## src/rtl/branch_pkg.sv

```systemverilog
// Shared definitions for the ID-stage branch resolution unit: condition codes,
// FSM state encoding and the forwarding-select width helper.
package branch_pkg;

   localparam logic [2:0] BR_EQ     = 3'b000;
   localparam logic [2:0] BR_NE     = 3'b001;
   localparam logic [2:0] BR_LTZ    = 3'b010;
   localparam logic [2:0] BR_GEZ    = 3'b011;
   localparam logic [2:0] BR_GTZ    = 3'b100;
   localparam logic [2:0] BR_LEZ    = 3'b101;
   localparam logic [2:0] BR_ALWAYS = 3'b110;
   localparam logic [2:0] BR_RSVD   = 3'b111;

   localparam logic [0:0] ST_IDLE = 1'b0;
   localparam logic [0:0] ST_WAIT = 1'b1;

   // Select 0 is the register file, 1..num_fwd are the forwarded sources.
   function automatic int sel_width(input int num_fwd);
      return (num_fwd < 1) ? 1 : $clog2(num_fwd + 1);
   endfunction

endpackage

```

## src/rtl/branch_cond_eval.sv

```systemverilog
// Combinational comparand selection (register file or forwarded result) and
// evaluation of every MIPS branch condition on the selected operands.
module branch_cond_eval
   import branch_pkg::*;
#(
   parameter int DATA_W  = 32,
   parameter int NUM_FWD = 2,
   parameter int SEL_W   = sel_width(NUM_FWD)
) (
   input  logic [DATA_W-1:0]         rf_rs_i,
   input  logic [DATA_W-1:0]         rf_rt_i,
   input  logic [NUM_FWD*DATA_W-1:0] fwd_data_i,
   input  logic [SEL_W-1:0]          sel_rs_i,
   input  logic [SEL_W-1:0]          sel_rt_i,
   input  logic [2:0]                op_i,
   output logic                      taken_o,
   output logic                      cmp_eq_o
);

   logic [DATA_W-1:0] rs;
   logic [DATA_W-1:0] rt;
   logic              rs_neg;
   logic              rs_zero;

   // Out-of-range selects never match a source and fall back to the register file.
   always_comb begin
      rs = rf_rs_i;
      rt = rf_rt_i;
      for (int k = 1; k <= NUM_FWD; k++) begin
         if (int'(sel_rs_i) == k) rs = fwd_data_i[(k-1)*DATA_W +: DATA_W];
         if (int'(sel_rt_i) == k) rt = fwd_data_i[(k-1)*DATA_W +: DATA_W];
      end
   end

   assign cmp_eq_o = (rs == rt);
   assign rs_neg   = rs[DATA_W-1];
   assign rs_zero  = (rs == '0);

   always_comb begin
      taken_o = 1'b0;
      case (op_i)
         BR_EQ:     taken_o = cmp_eq_o;
         BR_NE:     taken_o = ~cmp_eq_o;
         BR_LTZ:    taken_o = rs_neg;
         BR_GEZ:    taken_o = ~rs_neg;
         BR_GTZ:    taken_o = ~rs_neg & ~rs_zero;
         BR_LEZ:    taken_o = rs_neg | rs_zero;
         BR_ALWAYS: taken_o = 1'b1;
         default:   taken_o = 1'b0;
      endcase
   end

endmodule

```

## src/rtl/id_branch_resolve_unit.sv

```systemverilog
// ID-stage branch resolution: operand-wait FSM, registered taken/target/flush
// pulses to IF, saturating branch statistics and a sticky wait-timeout flag.
module id_branch_resolve_unit
   import branch_pkg::*;
#(
   parameter int DATA_W     = 32,
   parameter int NUM_FWD    = 2,
   parameter int MAX_WAIT   = 3,
   parameter int CNT_W      = 16,
   parameter int DELAY_SLOT = 1,
   localparam int SEL_W     = sel_width(NUM_FWD)
) (
   input  logic                      Clk,
   input  logic                      Reset_n,
   input  logic                      Branch_Valid_ID,
   input  logic [2:0]                Branch_Op_ID,
   input  logic [DATA_W-1:0]         Read_Data_1_ID,
   input  logic [DATA_W-1:0]         Read_Data_2_ID,
   input  logic [NUM_FWD*DATA_W-1:0] Fwd_Data_ID,
   input  logic [SEL_W-1:0]          Forward_C_ID,
   input  logic [SEL_W-1:0]          Forward_D_ID,
   input  logic                      Operand_Ready_ID,
   input  logic [DATA_W-1:0]         Branch_Target_ID,
   input  logic                      Clear_Stats,
   output logic                      Stall_ID,
   output logic                      Cmp_Eq_ID,
   output logic                      Branch_Taken_IF,
   output logic [DATA_W-1:0]         Branch_Target_IF,
   output logic                      Flush_IF,
   output logic [CNT_W-1:0]          Branch_Count,
   output logic [CNT_W-1:0]          Taken_Count,
   output logic                      Wait_Timeout_Err,
   output logic [0:0]                Fsm_State_Dbg
);

   localparam int WCNT_W = (MAX_WAIT < 1) ? 1 : $clog2(MAX_WAIT + 1);

   logic [0:0]        state_q,    state_d;
   logic [WCNT_W-1:0] wait_cnt_q, wait_cnt_d;
   logic              taken_q,    taken_d;
   logic              flush_q,    flush_d;
   logic [DATA_W-1:0] target_q,   target_d;
   logic [CNT_W-1:0]  br_cnt_q,   br_cnt_d;
   logic [CNT_W-1:0]  tk_cnt_q,   tk_cnt_d;
   logic              err_q,      err_d;
   logic              eff_valid;
   logic              resolve;
   logic              cond_taken;

   branch_cond_eval #(
      .DATA_W  (DATA_W),
      .NUM_FWD (NUM_FWD),
      .SEL_W   (SEL_W)
   ) u_cond (
      .rf_rs_i    (Read_Data_1_ID),
      .rf_rt_i    (Read_Data_2_ID),
      .fwd_data_i (Fwd_Data_ID),
      .sel_rs_i   (Forward_C_ID),
      .sel_rt_i   (Forward_D_ID),
      .op_i       (Branch_Op_ID),
      .taken_o    (cond_taken),
      .cmp_eq_o   (Cmp_Eq_ID)
   );

   // Handshake: a branch resolves on any cycle where effective valid and
   // Operand_Ready_ID are both high; valid without ready stalls ID, and ID
   // must hold the branch and its inputs stable until it resolves or is squashed.
   assign eff_valid = Branch_Valid_ID & ((DELAY_SLOT != 0) | ~taken_q);
   assign resolve   = eff_valid & Operand_Ready_ID;
   assign Stall_ID  = eff_valid & ~Operand_Ready_ID;

   always_comb begin
      state_d    = state_q;
      wait_cnt_d = wait_cnt_q;
      err_d      = err_q;
      case (state_q)
         ST_IDLE: begin
            if (Stall_ID) begin
               state_d    = ST_WAIT;
               wait_cnt_d = WCNT_W'(1);
            end
         end
         default: begin
            if (!eff_valid || resolve) begin
               state_d    = ST_IDLE;
               wait_cnt_d = '0;
            end else if (wait_cnt_q == WCNT_W'(MAX_WAIT)) begin
               err_d = 1'b1;
            end else begin
               wait_cnt_d = wait_cnt_q + 1'b1;
            end
         end
      endcase
      if (Clear_Stats) err_d = 1'b0;
   end

   // Clear has priority over a same-cycle resolution; counters saturate.
   always_comb begin
      br_cnt_d = br_cnt_q;
      tk_cnt_d = tk_cnt_q;
      taken_d  = resolve & cond_taken;
      flush_d  = resolve & cond_taken & (DELAY_SLOT == 0);
      target_d = (resolve & cond_taken) ? Branch_Target_ID : target_q;
      if (Clear_Stats) begin
         br_cnt_d = '0;
         tk_cnt_d = '0;
      end else if (resolve) begin
         if (br_cnt_q != '1) br_cnt_d = br_cnt_q + 1'b1;
         if (cond_taken && (tk_cnt_q != '1)) tk_cnt_d = tk_cnt_q + 1'b1;
      end
   end

   always_ff @(posedge Clk or negedge Reset_n) begin
      if (!Reset_n) begin
         state_q    <= ST_IDLE;
         wait_cnt_q <= '0;
         taken_q    <= 1'b0;
         flush_q    <= 1'b0;
         target_q   <= '0;
         br_cnt_q   <= '0;
         tk_cnt_q   <= '0;
         err_q      <= 1'b0;
      end else begin
         state_q    <= state_d;
         wait_cnt_q <= wait_cnt_d;
         taken_q    <= taken_d;
         flush_q    <= flush_d;
         target_q   <= target_d;
         br_cnt_q   <= br_cnt_d;
         tk_cnt_q   <= tk_cnt_d;
         err_q      <= err_d;
      end
   end

   assign Branch_Taken_IF  = taken_q;
   assign Flush_IF         = flush_q;
   assign Branch_Target_IF = target_q;
   assign Branch_Count     = br_cnt_q;
   assign Taken_Count      = tk_cnt_q;
   assign Wait_Timeout_Err = err_q;
   assign Fsm_State_Dbg    = state_q;

endmodule

```

## config.mk

```make
export PLATFORM = sky130hd
export DESIGN_NAME = id_branch_resolve_unit
export DESIGN_NICKNAME = d
export VERILOG_FILES = /design/src/rtl/branch_pkg.sv /design/src/rtl/branch_cond_eval.sv /design/src/rtl/id_branch_resolve_unit.sv
export SDC_FILE = /design/constraint.sdc
export NUM_CORES = 1
export LEC_CHECK = 0
export CORE_MARGIN = 2
export CORE_UTILIZATION = 30
export DETAILED_ROUTE_END_ITERATION = 12
export GPL_TIMING_DRIVEN = 0
export HOLD_SLACK_MARGIN = 0.12
export PLACE_DENSITY = 0.72
export SYNTH_ARGS = -nofsm -noshare
export SYNTH_HDL_FRONTEND = slang
export SYNTH_SLANG_ARGS = --single-unit
```

## constraint.sdc

```tcl
create_clock -name Clk -period 6 [get_ports Clk]
set_input_delay 1.5 -clock Clk [delete_from_list [all_inputs] [get_ports Clk]]
set_output_delay 1.5 -clock Clk [all_outputs]
set_load 0.05 [all_outputs]
```

==> run_results.csv, run 1 <==
group,metric,value,unit
die,coreArea,17400,µm²
routing,wirelength,18.0,mm
critical_path,cp.arrival,4220,ps
critical_path,critPathRequiredTime,4500,ps
grt,gr-total-overflow,0,
critical_path,r2r-end,"Taken_Count[0]$_DFFE_PN0P_",
yosys,synth_seq_cells,69,
die,die_h,138,µm
yosys,synth_area_per_cell,10.3,µm²
power,pwr-share-seq,28.6,%
place,place_inst,981,
clocking,h-tree-depth,3,
layout,diodes,0,
grt,grt_pass1_vias,5137,
critical_path,setup.worst_path.end_class,"primary output",
timing,rsz0062_at_grt,"false",
hold_path,hold_depth,1,
yosys,syn-num-nets,697,
clocking,cts_tree,"yes",
grt,grt_pass1_wl,27.2,mm
run,maxCapViolations,0,
clocking,clock_path_buffers,2,
die,die_width,138,µm
timing,period_share,95.4,%
critical_path,crit_type,"in -> out",
power,max-vdd-ir-drop,0.293,mV
critical_path,cp_slowest_cell,"clkdlybuf4s50_1",
power,p_int,0.00132,W
power,combPwrFrac,41.5,%
routing,ant_nets,0,
clocking,path_clk_slew,50,ps
critical_path,path_cells,"buf_6 -> nand2b_4 -> clkbuf_1 -> o221ai_1 -> xnor2_1 -> nor4_2 -> nand4_1 -> nor2_1 -> clkdlybuf4s50_1",
power,clockPowerShare,30.0,%
clocking,holdBufCountCts,0,
timing,setup_viol,0,
timing,finalWorstSetupSlack,276,ps
routing,avgViaCountPerCell,5.23,
grt,grt_antenna_before_repair,0,
clocking,post_cts.repair.setup_buffers,0,
critical_path,cp_slowest_stage_delay,840,ps
clocking,worstSkewPairLatency,320,ps
place,gp_congestion,0.845,
yosys,synth_cell_types,51,
hold_path,min_to,"Branch_Target_IF[27]$_DFFE_PN0P_",
hold_path,hp-start,"Branch_Target_IF[27]$_DFFE_PN0P_",
critical_path,r2r_cells,7,
grt,grt_max_degree,70,
yosys,synthArstFlopShare,100,%
timing,finalSetupTns,0,ps
yosys,yosysWarnings,0,
power,power,0.00202,W
routing,vias,5210,
timing,slew_violations,0,
power,powerDensity,242,nW/µm²
layout,drive_gt1_share,12.3,%
timing,clock-skew-final,4.77,ps
die,ioPinCount,242,
routing,wl_per_cell,18.0,µm
timing,max_freq,0.175,GHz
critical_path,reg2reg_slack,3530,ps
layout,post-route-util,47.9,%
power,leakage,3.33,nW
hold_path,hold_path.class,"reg -> reg",
status,status,"complete, no violations",
yosys,synth-main-ff-cell,"dfrtp_1",
layout,finalNonFillerCells,997,
place,io_buffers,234,
routing,drt_iter0_markers,306,
place,dpl.hpwl,14.5,mm
timing,fin_crit,5720,ps
routing,drt_first_pass_iters,4,
place,pre_cts_slack,24.7,ps
critical_path,critical_path.startpoint,"Forward_C_ID[1]",
timing,tightest_slew,874,ps
yosys,synth_edf_count,0,
timing,slew-limit-headroom,41.7,%
critical_path,worstReg2RegStart,"Taken_Count[1]$_DFFE_PN0P_",
critical_path,start_kind,"primary input",
critical_path,path_max_fanout,10,
clocking,numCtsBuffers,9,
layout,nNetsFinal,942,
power,switching_share,34.4,%
grt,grtUsageTotal,18.6,%
clocking,cts_root_buf,"clkbuf_16",
power,p_switching,0.000693,W
die,die-area,19000,µm²
yosys,syn_inst,522,
yosys,syn_area,5370,µm²
clocking,cts.sinks,69,
die,start_util,30.8,%
die,num_rows,48,
yosys,yosysSeqAreaShare,32.1,%
timing,hold_violations,0,
layout,area_growth,55.2,%
routing,route.detailed.drc,0,
## worst max-delay path, delay by kind of cell
kind | cells | cell delay [ps]
AND/OR/NAND/NOR | 4 | 900
XOR/XNOR | 1 | 190
buffers and inverters | 3 | 1380
AO/OA/AOI/OAI | 1 | 250
## placed cells by master, fill, tap and decap left out, drive strengths merged, types with 3 or more instances in the layout
cell type,count
nor2,26
nand3,8
o221ai,29
mux2i,101
inv,6
a21oi,15
or3,4
clkdlybuf4s50,233
xor2,14
nor4,11
nand4,15
o31ai,10
o21ai,6
and4,3
or3b,29
clkbuf,24
xnor2,36
buf,27
nor2b,4
ha,3
or4,9
dfrtp,69
nand2,23
nor3,5
mux2,35
bufinv,3
## cells in the mapped netlist (2+ instances only)
| cell | n | share of area (%) |
|---|---|---|
| a21oi_1 | 14 | 1.3 |
| and3_1 | 2 | 0.23 |
| and3b_1 | 2 | 0.33 |
| and4_1 | 3 | 0.49 |
| buf_1 | 2 | 0.14 |
| buf_2 | 8 | 0.75 |
| buf_4 | 12 | 1.7 |
| buf_6 | 4 | 0.84 |
| clkbuf_1 | 11 | 0.77 |
| dfrtp_1 | 69 | 32 |
| ha_1 | 3 | 0.70 |
| inv_1 | 6 | 0.42 |
| mux2_2 | 35 | 7.3 |
| mux2i_1 | 101 | 19 |
| nand2_1 | 23 | 1.6 |
| nand3_1 | 8 | 0.75 |
| nand4_1 | 15 | 1.7 |
| nor2_1 | 26 | 1.8 |
| nor2b_1 | 4 | 0.47 |
| nor3_1 | 5 | 0.47 |
| nor4_1 | 10 | 1.2 |
| o2111ai_1 | 2 | 0.33 |
| o21ai_0 | 5 | 0.47 |
| o221ai_1 | 18 | 2.9 |
| o221ai_2 | 11 | 3.1 |
| o22ai_1 | 2 | 0.23 |
| o31ai_1 | 10 | 1.4 |
| or3_1 | 4 | 0.47 |
| or3b_1 | 29 | 4.7 |
| or4_1 | 9 | 1.3 |
| xnor2_1 | 36 | 5.9 |
| xor2_1 | 14 | 2.3 |
## per-stage QoR
stage	area [µm²]	hold WS [ps]
global route	8340	520
global placement	8000	488
detailed placement	7990	494
finish	8340	505
CTS	8340	506
floorplan	5370	533
## cell type report
cell class	count	area (µm²)
buffer	38	233
clock buffer	12	246
clock inverter	4	95.1
fill	1629	9080
inverter	7	26.3
multi-input combinational	408	3390
sequential	69	1730
tap	225	282
timing repair buffer	234	2340
## flip-flops by register name, summed over array words and instances (netlist names)
register / flops
Branch_Target_IF: 32
Branch_Count: 16
Taken_Count: 16
wait_cnt_q: 2
Branch_Taken_IF: 1
Fsm_State_Dbg: 1
Wait_Timeout_Err: 1
## worst max path at each step
| stage | endpoint | cells after the start | slack (ps) |
|---|---|---|---|
| floorplan | Cmp_Eq_ID | 7 | 910 |
| global placement | Cmp_Eq_ID | 8 | 30 |
| detailed placement | Cmp_Eq_ID | 8 | 20 |
| CTS | Cmp_Eq_ID | 8 | 7 |
| global route | Cmp_Eq_ID | 9 | 50 |
| finish | Cmp_Eq_ID | 9 | 280 |
## power groups by stage
stage / clock network [W] / logic, W / registers, W
3_5_place_dp: 0 / 0.000839 / 0.000585
6_report: 0.000604 / 0.000836 / 0.000576
2_1_floorplan: 0 / 0.000256 / 0.000829
4_1_cts: 0.000616 / 0.000841 / 0.000577
5_1_grt: 0.000636 / 0.000885 / 0.000586
3_3_place_gp: 0 / 0.000834 / 0.000580
## per-layer routing
layer | wire length [µm] | track usage, % | vias to the layer above
li1 | - | - | 2491
met4 | 424 | 6.80 | 0
met2 | 8360 | 31.8 | 267
met3 | 1900 | 5.19 | 30
met1 | 7280 | 22.2 | 2422
met5 | 0 | 0 | -
## cells by family (layout without fill, tap and decap cells)
group,after synthesis,in the layout,synth area share (%)
XOR/XNOR,50,50,8.15
adder cells (fa/ha/maj),3,3,0.699
buffers and inverters,45,295,4.75
multiplexers,136,136,26.2
AND/OR/NAND/NOR,145,145,16.4
flip-flops,69,69,32.1
other,1,1,0.0698
AO/OA/AOI/OAI,73,73,11.6
## what timing repair did
action / 4_1_cts / 5_1_grt
resized for setup: 0 / 8
endpoints found under the hold margin: 0 / 0
endpoints found under the setup margin: 0 / 1
Power figures use the tool's default switching activity.
==> run 2, diff against run 1 <==
- REMOVE_ABC_BUFFERS: unset -> 1
- SLEW_MARGIN: unset -> 20
==> run_results.csv, run 2 (synthesized netlist as in run 1, its figures left out) <==
group,metric,value,unit
timing,setup_viol,0,
critical_path,path_buf_inv,3,
power,leakage,3.25,nW
die,coreArea,17400,µm²
clocking,worstSkewPairLatency,320,ps
timing,slew-limit-headroom,32.2,%
routing,avgViaCountPerCell,5.18,
timing,slew_violations,0,
critical_path,path_max_fanout,36,
critical_path,critPathRequiredTime,4500,ps
grt,grt_max_degree,48,
layout,register_area,1730,µm²
grt,gr-total-overflow,0,
routing,vias,5020,
grt,grt_pass1_vias,4892,
grt,grt_pass1_wl,24.9,mm
hold_path,hold_path.class,"reg -> reg",
layout,post-route-util,47.4,%
place,dpl.hpwl,12.7,mm
die,start_util,30.8,%
critical_path,cp.arrival,4250,ps
clocking,path_clk_slew,50,ps
clocking,h-tree-depth,3,
clocking,cts_root_buf,"clkbuf_16",
grt,gr-usage-met3,4.60,%
critical_path,crit_type,"in -> out",
timing,hold_slack,502,ps
grt,grt_antenna_before_repair,0,
timing,tightest_slew,1020,ps
die,die_width,138,µm
power,powerDensity,234,nW/µm²
critical_path,start_kind,"primary input",
grt,grt_use_met2,29.4,%
layout,layout_common_cells,"clkdlybuf4s50_1, mux2i_1, dfrtp_1, xnor2_1, mux2_2",
layout,drive_gt1_share,11.0,%
layout,diodes,0,
critical_path,cp_slowest_cell,"dlygate4sd2_1",
timing,hold_violations,0,
run,maxCapViolations,0,
place,pre_cts_slack,-675,ps
clocking,cts.sinks,69,
timing,period_share,95.8,%
grt,grtUsageTotal,16.6,%
timing,finalWorstSetupSlack,252,ps
layout,nNetsFinal,915,
clocking,post_cts.repair.setup_buffers,0,
die,die_h,138,µm
place,gp_congestion,0.786,
routing,route.detailed.drc,0,
layout,final_common_cell,"clkdlybuf4s50_1",
critical_path,setup.worst_path.end_class,"primary output",
critical_path,critPathTopFamily,"buffers and inverters",
timing,rsz0062_at_grt,"false",
critical_path,cp_slowest_stage_delay,560,ps
clocking,cts_tree,"yes",
power,max-vdd-ir-drop,0.306,mV
layout,largest_reg_flops,32,
power,power,0.00193,W
die,die-area,19000,µm²
die,ioPinCount,242,
timing,max_freq,0.174,GHz
die,num_rows,48,
routing,drt_first_pass_iters,4,
routing,drt_iter0_markers,173,
clocking,clock_path_buffers,2,
layout,nFillCells,1639,
routing,wirelength,16.2,mm
routing,ant_nets,0,
grt,met1_usage,20.0,%
layout,area_growth,53.5,%
status,status,"complete, no violations",
clocking,numCtsBuffers,9,
routing,wl_per_cell,16.7,µm
timing,clock-skew-final,4.18,ps
place,io_buffers,240,
timing,fin_crit,5750,ps
critical_path,path_cells,"buf_4 -> xor2_4 -> buf_16 -> o221ai_1 -> xnor2_1 -> nor4_1 -> nand4_1 -> nor2_1 -> dlygate4sd2_1",
grt,top_usage_layer,"met2",
layout,multi_input_area,3410,µm²
run 2: cell count changes in the layout (fill, tap and decap cells not counted), sizes merged:
cell / delta
buf: -16
clkbuf: -15
clkinvlp: +3
bufinv: -2
clkinv: +1
dlygate4sd2: +1
inv: +1
run 2: path summary, 6_finish.rpt:
path                                                  start                          endpoint  slack (ps)  cells after the start
max                                         Forward_C_ID[0]                         Cmp_Eq_ID         250                      9
min                        Branch_Target_IF[21]$_DFFE_PN0P_  Branch_Target_IF[21]$_DFFE_PN0P_         500                      1
max reg2reg                     Branch_Count[0]$_DFFE_PN0P_      Branch_Count[15]$_DFFE_PN0P_        3560                      9
min reg2reg                Branch_Target_IF[21]$_DFFE_PN0P_  Branch_Target_IF[21]$_DFFE_PN0P_         500                      1
max in group asynchronous                           Reset_n   Branch_Target_IF[0]$_DFFE_PN0P_        4390                      2
min in group asynchronous                           Reset_n       Branch_Count[8]$_DFFE_PN0P_        1080                      1
run 2: area by class of cell:
cell class / count / share of cell area [%]
clock inverters: 7 / 0.910
repair buffers: 245 / 30.2
clock buffers: 9 / 2.73
well taps: 225 / 3.41
inverters: 7 / 0.379
multi-input cells: 408 / 41.4
flip-flops and latches: 69 / 20.9
run 2: metal layers:
| layer | routed length, µm | part of all wire (%) |
|---|---|---|
| met5 | 0 | 0 |
| met4 | 176 | 1.1 |
| met3 | 1580 | 9.8 |
| met2 | 7650 | 47 |
| met1 | 6760 | 42 |
run 2: metrics by stage:
| stage | area [µm²] | setup TNS (ps) | instances |
|---|---|---|---|
| after floorplan | 5140 | -9410 | 484 |
| after global placement | 7830 | -188080 | 949 |
| after detailed placement | 7940 | -21420 | 954 |
| after CTS | 8250 | 0 | 970 |
| after global routing | 8250 | 0 | 970 |
| final | 8250 | 0 | 970 |
run 2: repair_timing:
action,CTS,global route
hold buffers,0,0
gates resized for setup,4,0
endpoints found under the setup margin,35,0
run 2: where the power goes:
group / internal [W] / switching [W] / total, W
combinational: 0.000368 / 0.000462 / 0.000830
sequential: 0.000537 / 0.0000365 / 0.000573
clock: 0.000323 / 0.000201 / 0.000524
total: 0.00123 / 0.000700 / 0.00193
run 2: worst reg2reg max path, stage by stage (launching register included):
cell and delay, ps:
dfrtp_1 440, ha_1 240, nand2_1 110, nor3_1 70, a21oi_1 430, o2111ai_1 270
nor2_1 370, nand4_1 160, xor2_1 150, nor2_1 50
==> run 3, diff against run 2 <==
- CORE_MARGIN: 2 -> 8
==> run_results.csv, run 3 (synthesized netlist as in run 1, its figures left out) <==
group,metric,value,unit
grt,grt_antenna_before_repair,0,
grt,gr-total-overflow,0,
clocking,holdBufCountCts,0,
critical_path,critPathRequiredTime,4500,ps
run,maxCapViolations,0,
place,gp_congestion,0.754,
grt,grtUsageTotal,15.5,%
die,coreArea,17800,µm²
clocking,cts_root_buf,"clkbuf_16",
timing,slew_violations,0,
routing,wl_per_cell,18.1,µm
routing,route.detailed.drc,0,
status,status,"complete, no violations",
layout,layout_common_cells,"clkdlybuf4s50_1, mux2i_1, dfrtp_1, xnor2_1, mux2_2",
clocking,worstSkewPairLatency,330,ps
clocking,clock_path_buffers,2,
critical_path,path_buf_inv,3,
critical_path,cp.arrival,4290,ps
timing,period_share,96.5,%
die,die-area,22400,µm²
clocking,cts.sinks,69,
routing,drt_first_pass_iters,4,
layout,drive_gt1_share,11.1,%
grt,grt_max_degree,46,
timing,finalSetupTns,0,ps
timing,max_freq,0.173,GHz
timing,clock-skew-final,5.67,ps
place,dpl.hpwl,14.2,mm
power,power,0.00200,W
routing,drt_iter0_markers,185,
power,max-vdd-ir-drop,0.235,mV
timing,setup_viol,0,
clocking,h-tree-depth,3,
critical_path,critPathTopFamily,"simple AND/OR/NAND/NOR gates",
critical_path,cp_slowest_cell,"xor2_4",
critical_path,path_max_fanout,36,
die,start_util,30.2,%
clocking,numCtsBuffers,9,
power,switching_share,34.5,%
die,ioPinCount,242,
clocking,cts_tree,"yes",
timing,fin_crit,5790,ps
critical_path,cp_slowest_stage_delay,450,ps
timing,rsz0062_at_grt,"false",
timing,hold_violations,0,
grt,grt_pass1_vias,5273,
layout,final_common_cell,"clkdlybuf4s50_1",
routing,avgViaCountPerCell,5.14,
critical_path,path_cells,"buf_4 -> xor2_4 -> buf_16 -> o221ai_1 -> xnor2_1 -> nor4_1 -> nand4_1 -> nor2_1 -> clkbuf_2",
place,pre_cts_slack,-753,ps
layout,largest_reg_flops,32,
clocking,path_clk_slew,50,ps
critical_path,setup.worst_path.end_class,"primary output",
grt,grt_pass1_wl,28.2,mm
layout,area_growth,54.3,%
timing,finalWorstSetupSlack,210,ps
die,die_width,150,µm
power,p_int,0.00131,W
hold_path,hold_path.class,"reg -> reg",
routing,vias,5009,
critical_path,start_kind,"primary input",
die,die_h,150,µm
routing,ant_nets,0,
power,pwr-share-seq,28.8,%
power,p_switching,0.000690,W
layout,diodes,0,
power,combPwrFrac,41.6,%
layout,post-route-util,46.6,%
power,powerDensity,242,nW/µm²
power,leakage,3.28,nW
power,clockPowerShare,29.7,%
routing,wirelength,17.6,mm
critical_path,crit_type,"in -> out",
layout,nNetsFinal,915,
timing,tightest_slew,679,ps
timing,slew-limit-headroom,54.3,%
place,io_buffers,240,
die,num_rows,49,
-- run 3: path summary, 6_finish.rpt --
path | end | cells after the start | startpoint | slack (ps)
setup / recovery | Cmp_Eq_ID | 9 | Forward_C_ID[0] | 210
max in group asynchronous | Branch_Target_IF[2]$_DFFE_PN0P_ | 2 | Reset_n | 4390
hold reg to reg | Branch_Target_IF[3]$_DFFE_PN0P_ | 1 | Branch_Target_IF[3]$_DFFE_PN0P_ | 500
min in group asynchronous | Branch_Count[12]$_DFFE_PN0P_ | 1 | Reset_n | 1080
hold / removal | Branch_Target_IF[3]$_DFFE_PN0P_ | 1 | Branch_Target_IF[3]$_DFFE_PN0P_ | 500
setup reg to reg | Branch_Count[15]$_DFFE_PN0P_ | 9 | Branch_Count[7]$_DFFE_PN0P_ | 3580
-- run 3: per-stage QoR --
step	instance area, µm²	hold slack [ps]	std cells
final	8290	502	974
after global routing	8290	512	974
after CTS	8290	506	974
after detailed placement	7940	494	958
after global placement	7830	487	953
after floorplan	5140	533	484
-- run 3: what timing repair did --
item,in CTS,in global routing
setup buffers,0,0
setup endpoints to repair,35,34
resized for setup,5,2
cloned,0,0
-- run 3: power groups by stage --
| stage | Clock (W) | Combinational (W) | Sequential [W] |
|---|---|---|---|
| CTS | 0.000607 | 0.000841 | 0.000578 |
| detailed placement | 0 | 0.000839 | 0.000586 |
| finish | 0.000594 | 0.000832 | 0.000576 |
| global placement | 0 | 0.000832 | 0.000579 |
| global route | 0.000624 | 0.000879 | 0.000587 |
| floorplan | 0 | 0.000223 | 0.000829 |
-- run 3: final cells by class --
cell class                 count  area, µm²
inverter                       7       31.3
tap                          229        287
clock inverter                 3       65.1
fill                        1684       9490
timing repair buffer         245       2480
sequential                    69       1730
multi-input combinational    408       3420
clock buffer                  13        280
-- run 3: layer usage --
layer	wire length (µm)	global-route usage (%)	up-vias
met3	2010	5.81	12
met2	8200	26.4	212
met4	198	3.35	0
met1	7230	18.3	2358
li1	-	-	2427
met5	0	0	-
